<file path="src/rtl/eth_rx_addr_filter.sv">
`timescale 1ns/1ps
// eth_rx_addr_filter
// Receive-side destination-address filter for a byte-wide AXI-Stream path.
// The first six bytes of each frame (the destination MAC) are held back. On
// the sixth byte the filter decides to forward or discard the frame. Forwarded
// frames replay the held header and then pass the rest straight through.
// Ports:
//   clock125, reset_n        clock and synchronous active-low reset
//   mac_addr                 local MAC, [47:40] is the first byte on the wire
//   promiscuous              accept any frame of 6 or more bytes
//   accept_multicast         accept frames whose first destination byte has bit 0 set
//   s_axis_*                 input stream from the MAC (tdata/tvalid/tready/tlast/tuser)
//   m_axis_*                 filtered output stream to the DMA/host side
//   pass_count, drop_count   saturating frame statistics (runts count as drops)
module eth_rx_addr_filter #(
  parameter int unsigned DROP_COUNT_WIDTH = 16
) (
  input  logic                        clock125,
  input  logic                        reset_n,
  input  logic [47:0]                 mac_addr,
  input  logic                        promiscuous,
  input  logic                        accept_multicast,
  input  logic [7:0]                  s_axis_tdata,
  input  logic                        s_axis_tvalid,
  output logic                        s_axis_tready,
  input  logic                        s_axis_tlast,
  input  logic                        s_axis_tuser,
  output logic [7:0]                  m_axis_tdata,
  output logic                        m_axis_tvalid,
  input  logic                        m_axis_tready,
  output logic                        m_axis_tlast,
  output logic                        m_axis_tuser,
  output logic [DROP_COUNT_WIDTH-1:0] pass_count,
  output logic [DROP_COUNT_WIDTH-1:0] drop_count
);

  typedef enum logic [1:0] {HEADER, FLUSH, PASS, DROP} state_t;

  state_t      state, state_nxt;
  logic [2:0]  idx, idx_nxt;
  // Header held as a byte shift register: byte 0 ends up in [47:40]. During
  // FLUSH it is rotated left one byte per handshake so the next byte to send
  // is always in [47:40], avoiding a 6:1 read mux.
  logic [47:0] hdr, hdr_nxt;
  logic        last_flag, last_flag_nxt;
  logic        user_cap, user_cap_nxt;
  logic        pass_inc, drop_inc;
  logic [47:0] dest;
  logic        accept;

  // At the 6th byte hdr[39:0] holds bytes 0..4; the 6th comes from the bus.
  assign dest   = {hdr[39:0], s_axis_tdata};
  assign accept = promiscuous || (dest == mac_addr) || (dest == 48'hFFFF_FFFF_FFFF) ||
                  (accept_multicast && hdr[32]);

  always_comb begin
    state_nxt     = state;
    idx_nxt       = idx;
    hdr_nxt       = hdr;
    last_flag_nxt = last_flag;
    user_cap_nxt  = user_cap;
    pass_inc      = 1'b0;
    drop_inc      = 1'b0;
    s_axis_tready = 1'b0;
    m_axis_tvalid = 1'b0;
    m_axis_tdata  = '0;
    m_axis_tlast  = 1'b0;
    m_axis_tuser  = 1'b0;

    case (state)
      HEADER: begin
        s_axis_tready = reset_n;
        if (s_axis_tvalid && reset_n) begin
          hdr_nxt = {hdr[39:0], s_axis_tdata};
          if (idx == 3'd5) begin
            idx_nxt = '0;
            if (accept) begin
              state_nxt     = FLUSH;
              last_flag_nxt = s_axis_tlast;
              user_cap_nxt  = s_axis_tlast && s_axis_tuser;
            end else if (s_axis_tlast) begin
              drop_inc = 1'b1;
            end else begin
              state_nxt = DROP;
            end
          end else if (s_axis_tlast) begin
            drop_inc = 1'b1;
            idx_nxt  = '0;
          end else begin
            idx_nxt = idx + 3'd1;
          end
        end
      end

      FLUSH: begin
        m_axis_tvalid = 1'b1;
        m_axis_tdata  = hdr[47:40];
        if (idx == 3'd5 && last_flag) begin
          m_axis_tlast = 1'b1;
          m_axis_tuser = user_cap;
        end
        if (m_axis_tready) begin
          hdr_nxt = {hdr[39:0], hdr[47:40]};
          if (idx == 3'd5) begin
            idx_nxt = '0;
            if (last_flag) begin
              pass_inc  = 1'b1;
              state_nxt = HEADER;
            end else begin
              state_nxt = PASS;
            end
          end else begin
            idx_nxt = idx + 3'd1;
          end
        end
      end

      PASS: begin
        s_axis_tready = reset_n && m_axis_tready;
        m_axis_tvalid = s_axis_tvalid;
        m_axis_tdata  = s_axis_tdata;
        m_axis_tlast  = s_axis_tlast;
        m_axis_tuser  = s_axis_tuser;
        if (s_axis_tvalid && m_axis_tready && s_axis_tlast) begin
          pass_inc  = 1'b1;
          state_nxt = HEADER;
          idx_nxt   = '0;
        end
      end

      DROP: begin
        s_axis_tready = reset_n;
        if (s_axis_tvalid && s_axis_tlast) begin
          drop_inc  = 1'b1;
          state_nxt = HEADER;
        end
      end

      default: state_nxt = HEADER;
    endcase
  end

  always_ff @(posedge clock125) begin
    if (!reset_n) begin
      state      <= HEADER;
      idx        <= '0;
      hdr        <= '0;
      last_flag  <= 1'b0;
      user_cap   <= 1'b0;
      pass_count <= '0;
      drop_count <= '0;
    end else begin
      state     <= state_nxt;
      idx       <= idx_nxt;
      hdr       <= hdr_nxt;
      last_flag <= last_flag_nxt;
      user_cap  <= user_cap_nxt;
      if (pass_inc && pass_count != '1)
        pass_count <= pass_count + DROP_COUNT_WIDTH'(1);
      if (drop_inc && drop_count != '1)
        drop_count <= drop_count + DROP_COUNT_WIDTH'(1);
    end
  end

endmodule

</file>
<file path="config.mk">
export PLATFORM = sky130hd
export DESIGN_NAME = eth_rx_addr_filter
export DESIGN_NICKNAME = d
export VERILOG_FILES = /design/src/rtl/eth_rx_addr_filter.sv
export SDC_FILE = /design/constraint.sdc
export NUM_CORES = 1
export LEC_CHECK = 0
export BUFFER_PORTS_ARGS = -buffer_cell sky130_fd_sc_hd__buf_2
export CORE_MARGIN = 2
export CORE_UTILIZATION = 50
export DETAILED_ROUTE_END_ITERATION = 16
export PLACE_DENSITY_LB_ADDON = 0.15
export REMOVE_ABC_BUFFERS = 1
export SLEW_MARGIN = 20
export SYNTH_ARGS = -nofsm -noshare
export SYNTH_HDL_FRONTEND = slang
export SYNTH_SLANG_ARGS = --single-unit
export TNS_END_PERCENT = 5
</file>
<file path="constraint.sdc">
create_clock -name clock125 -period 5.8 [get_ports clock125]
set_clock_uncertainty 0.05 [all_clocks]
set_input_delay 0.87 -clock clock125 [delete_from_list [all_inputs] [get_ports clock125]]
set_output_delay 0.87 -clock clock125 [all_outputs]
set_load 0.05 [all_outputs]
</file>
# == Word level (Yosys, flattened, before mapping) ==
# Index checks and enable logic that the tools add are counted.
# W data, S select, Z words.
# word_totals
out_inout_bits,44
word_cells,84
register_bits,87
input_bits,64
# classes
mux,38
reduce_logical,21
add_sub_neg,3
n_eq_ne,15
# op_table
op,count
$mux W48,2
$pmux W48 S2,1
$eq A48 B48 Y1,1
$eq A48 B48 Y1 const B,1
$add A16 B1 Y16 const B,2
$ne A16 B16 Y1 const B,2
$mux W2,9
$mux W3,6
$pmux W8 S2,1
$ne A2 B2 Y1 const B,6
$pmux W1 S2,6
$mux W1,11
$logic_and A1 B1 Y1,10
$pmux W3 S3,1
$pmux W2 S4,1
$reduce_and A4 Y1,2
$reduce_and A7 Y1,1
$eq A2 B2 Y1 const B,2
$add A3 B1 Y3 const B,1
$eq A3 B3 Y1 const B,1
$logic_or A1 B1 Y1,3
$ne A3 B3 Y1 const B,1
$reduce_and A3 Y1,1
$reduce_bool A3 Y1,1
4 further kinds,4

# == Depth between registers and ports, before layout ==
# depth
word_depth,9
mapped_depth,9
depth_no_buf,9

# == Worst setup path after synthesis ==
# Ideal clock, no wire load.
# synth_timing
kind,flip-flop to output port
from,register state[1]
to,output s_axis_tready
path_slack_ns,2.519
arrival_time_ns,2.361
n_path_buf,2
stages_incl_launch_ff,6
cell_sequence,dfxtp_1 -> inv_1 -> ha_1 -> clkbuf_1 -> buf_1 -> a211oi_1
# synth_via
elab_chain_cells,3
# synth_lines
item,line,text
start: declaration,39,"state_t state, state_nxt;"
start signal: assignment,153,state <= state_nxt;
$eq A2 B2 Y1 / $logic_not A2 Y1 (equally long branches),70,case (state)
$reduce_or A2 Y1 (no source line),n/a,
$pmux W1 S2 (*),70,
end: declaration,25,"output logic s_axis_tready,"
# Mark *: on every way between the ends. The rest lies on a longest branch, timed or not.

# == Worst setup path in the final report ==
# layout_timing
from,register state[1]
to,output m_axis_tuser
# layout_via
elab_chain_cells,2
# layout_lines
item,line,text
$eq A2 B2 Y1 / $eq A2 B1 Y1 (equally long branches),70,
$pmux W1 S2 (*),70,
end: declaration,32,"output logic m_axis_tuser,"
# Marks and branches as above.

==> reports/metrics.yaml <==
p_leak_nw: 2.15
synth_edf_count: 0
drc: 0
rows: 34
via_per_inst: 5.64
antenna_cells: 0
synth_warnings: 0
worst-slew-pin-transition_ns: 1.02
end_kind: "primary output"
synth_area_per_cell_um2: 8.07
cts_setup_buffers: 0
synth_largest_area_cell: "dfxtp_1"
finalHoldViolations: 0
yosysUniqueCellTypes: 44
max-vdd-ir-drop_uv: 131
maxSlewViolCount: 0
grt_use_total_pct: 24.2
cellPowerDensity_mw_per_mm2: 210
max_slew_margin_pct: 31.7
cp-start-kind: "register"
power_mw: 1.12
grt_antenna_before_repair: 0
die-height_um: 99.7
design_area_mm2: 0.00532
stdcell_count: 771
arrival_ns: 2.55
cp_slowest_stage_delay_ns: 0.84
yosys_most_used_dff: "dfxtp_1"
cts_resized: 0
r2r_cells: 9
drtIter0Drc: 208
critPathKind: "register to primary output"
cp.required_ns: 4.88
cts_tree: "built"
critical_path.max_fanout: 25
overflow: 0
cpMaxStageDelayCell: "ha_1"
seq_area_frac_synth_pct: 38.1
holdBufCountCts: 0
wl_um: 11900
io_buffers: 107
drive_gt1_share_pct: 19.8
grt_pass1_wl_um: 19200
synth_top_area_share_pct: 38.1
place_congestion: 0.877
finalNetCount: 732
htreeDepth: 3
place_ws_ns: 2.70
dpl_cell_area_mm2: 0.00514
setup_tns_ns: 0
timing.fmax_mhz: 288
rsz0062_at_grt: "false"
clockRootBuffer: "clkbuf_8"
worst_slack_ns: 2.33
hold_path.class: "register to register"
post-route-period-util_pct: 59.8
syn_inst: 567
grt_max_degree: 82
clk_path_buf_depth: 2
min_period_ns: 3.47
yosysMostFrequentCell: "nand2_1"
clk_pin_slew_ns: 0.08
clk_latency_ns: 0.35
synthTopCellsByCount: "nand2_1 (110), dfxtp_1 (87), xor2_1 (58)"
dieArea_mm2: 0.00994
holdWs_ns: 0.409
yosys-top-cells-area: "dfxtp_1 (38%), xor2_1 (11%), nand2_1 (9.0%)"
critical_path.cell_chain: "inv_1 > ha_1 > nand4_1 > inv_1 > a22oi_1 > nor2b_1 > buf_2"
ys_seq_elements: 87
routedWlPerCell_um: 15.4
dp_hpwl_um: 8550
coreArea_mm2: 0.00881
path_depth: 7
ios: 108
cp.buffers_inverters: 3
status: "completed"
area_growth_syn_to_layout_pct: 16.3
dr_total_vias: 4347
numCtsBuffers: 9
clock_sinks: 87
cap_violations: 0
ys_async_sr_fraction_pct: 0
fin_util_pct: 60.4
first_global_vias: 3941
start_util_pct: 52.0
synth_area_mm2: 0.00458
dr.pass1.iters: 5
fp.dieW_um: 99.7
cp_common_cell: "inv_1"
whs_path_depth: 2
path_delay_family: "adder cells"
dpl.cell_count: 756
ant_nets: 0
setup_viol: 0
[placed cells by master, fill, tap and decap left out, types with 2 or more instances in the layout]
cell type  Yosys  final
nand2_1      110    110
buf_2          2    107
dfxtp_1       87     87
xor2_1        58     58
a21oi_1       57     57
nor2_1        36     36
nand4_1       22     22
nand3_1       16     16
nor4_1        16     16
mux2i_1       16     16
nor2b_1       11     11
o31ai_1       11     11
or4_1         11     11
inv_1         10     10
a211oi_1      10     10
a22oi_1        9      9
ha_1           9      9
clkbuf_8       0      9
nand2b_1       7      7
xnor2_1        5      5
nor3_1         4      4
o21ai_0        4      4
and2_1         4      4
and3_1         3      3
buf_4          0      3
and3_4         2      2
nor3b_1        2      2
and4_1         2      2
or2_2          2      2
clkbuf_1      24      2
clkinv_2       0      2
[path summary, 6_finish.rpt]
kind / startpoint / end / slack [ns]
max reg2reg: state[1] / pass_count[15] / 2.80
max: state[1] / m_axis_tuser / 2.33
min: user_cap / user_cap / 0.41
min reg2reg: user_cap / user_cap / 0.41
[registers in the layout (all words and copies together), names as in the netlist]
| register | count |
|---|---|
| last_flag | 1 |
| hdr | 48 |
| user_cap | 1 |
| drop_count | 16 |
| pass_count | 16 |
| idx | 3 |
| state | 2 |
[power breakdown]
group	total, mW	switching, mW	leakage (nW)	internal, mW
clock	0.400	0.205	0.0892	0.196
combinational	0.102	0.0634	1.36	0.0383
sequential	0.614	0.0106	0.703	0.604
total	1.12	0.279	2.15	0.838
[cell type report]
cell class | instances | area (µm²)
clock buffer | 11 | 131
clock inverter | 4 | 47.5
fill | 836 | 3480
inverter | 11 | 41.3
multi-input combinational | 440 | 2670
sequential | 87 | 1740
tap | 108 | 135
timing repair buffer | 110 | 558
[layer usage]
metal / share of wire (%) / global-route usage, % / vias up / wire length [µm]
met1: 46 / 35.0 / 2019 / 5500
met4: 1.4 / 7.69 / 0 / 165
met5: 0 / 0 / - / 0
li1: - / - / 2159 / -
met2: 45 / 36.8 / 155 / 5320
met3: 7.4 / 4.01 / 14 / 872
[worst min-delay path: stages (launching register included)]
cell,delay [ns]
dfxtp_1,0.31
nand2_1,0.05
a21oi_1,0.05
[cell families (layout without fill, tap and decap cells)]
kind of cell | after synthesis | in the layout | synth area share, %
flops | 87 | 87 | 38.1
mux | 16 | 16 | 3.50
compound gates | 100 | 100 | 13.4
buf+inv | 40 | 136 | 3.66
simple gates | 252 | 252 | 26.9
xor+xnor | 63 | 63 | 12.1
fa+ha+maj | 9 | 9 | 2.46
Note: power is estimated with default switching activity, not from simulation.
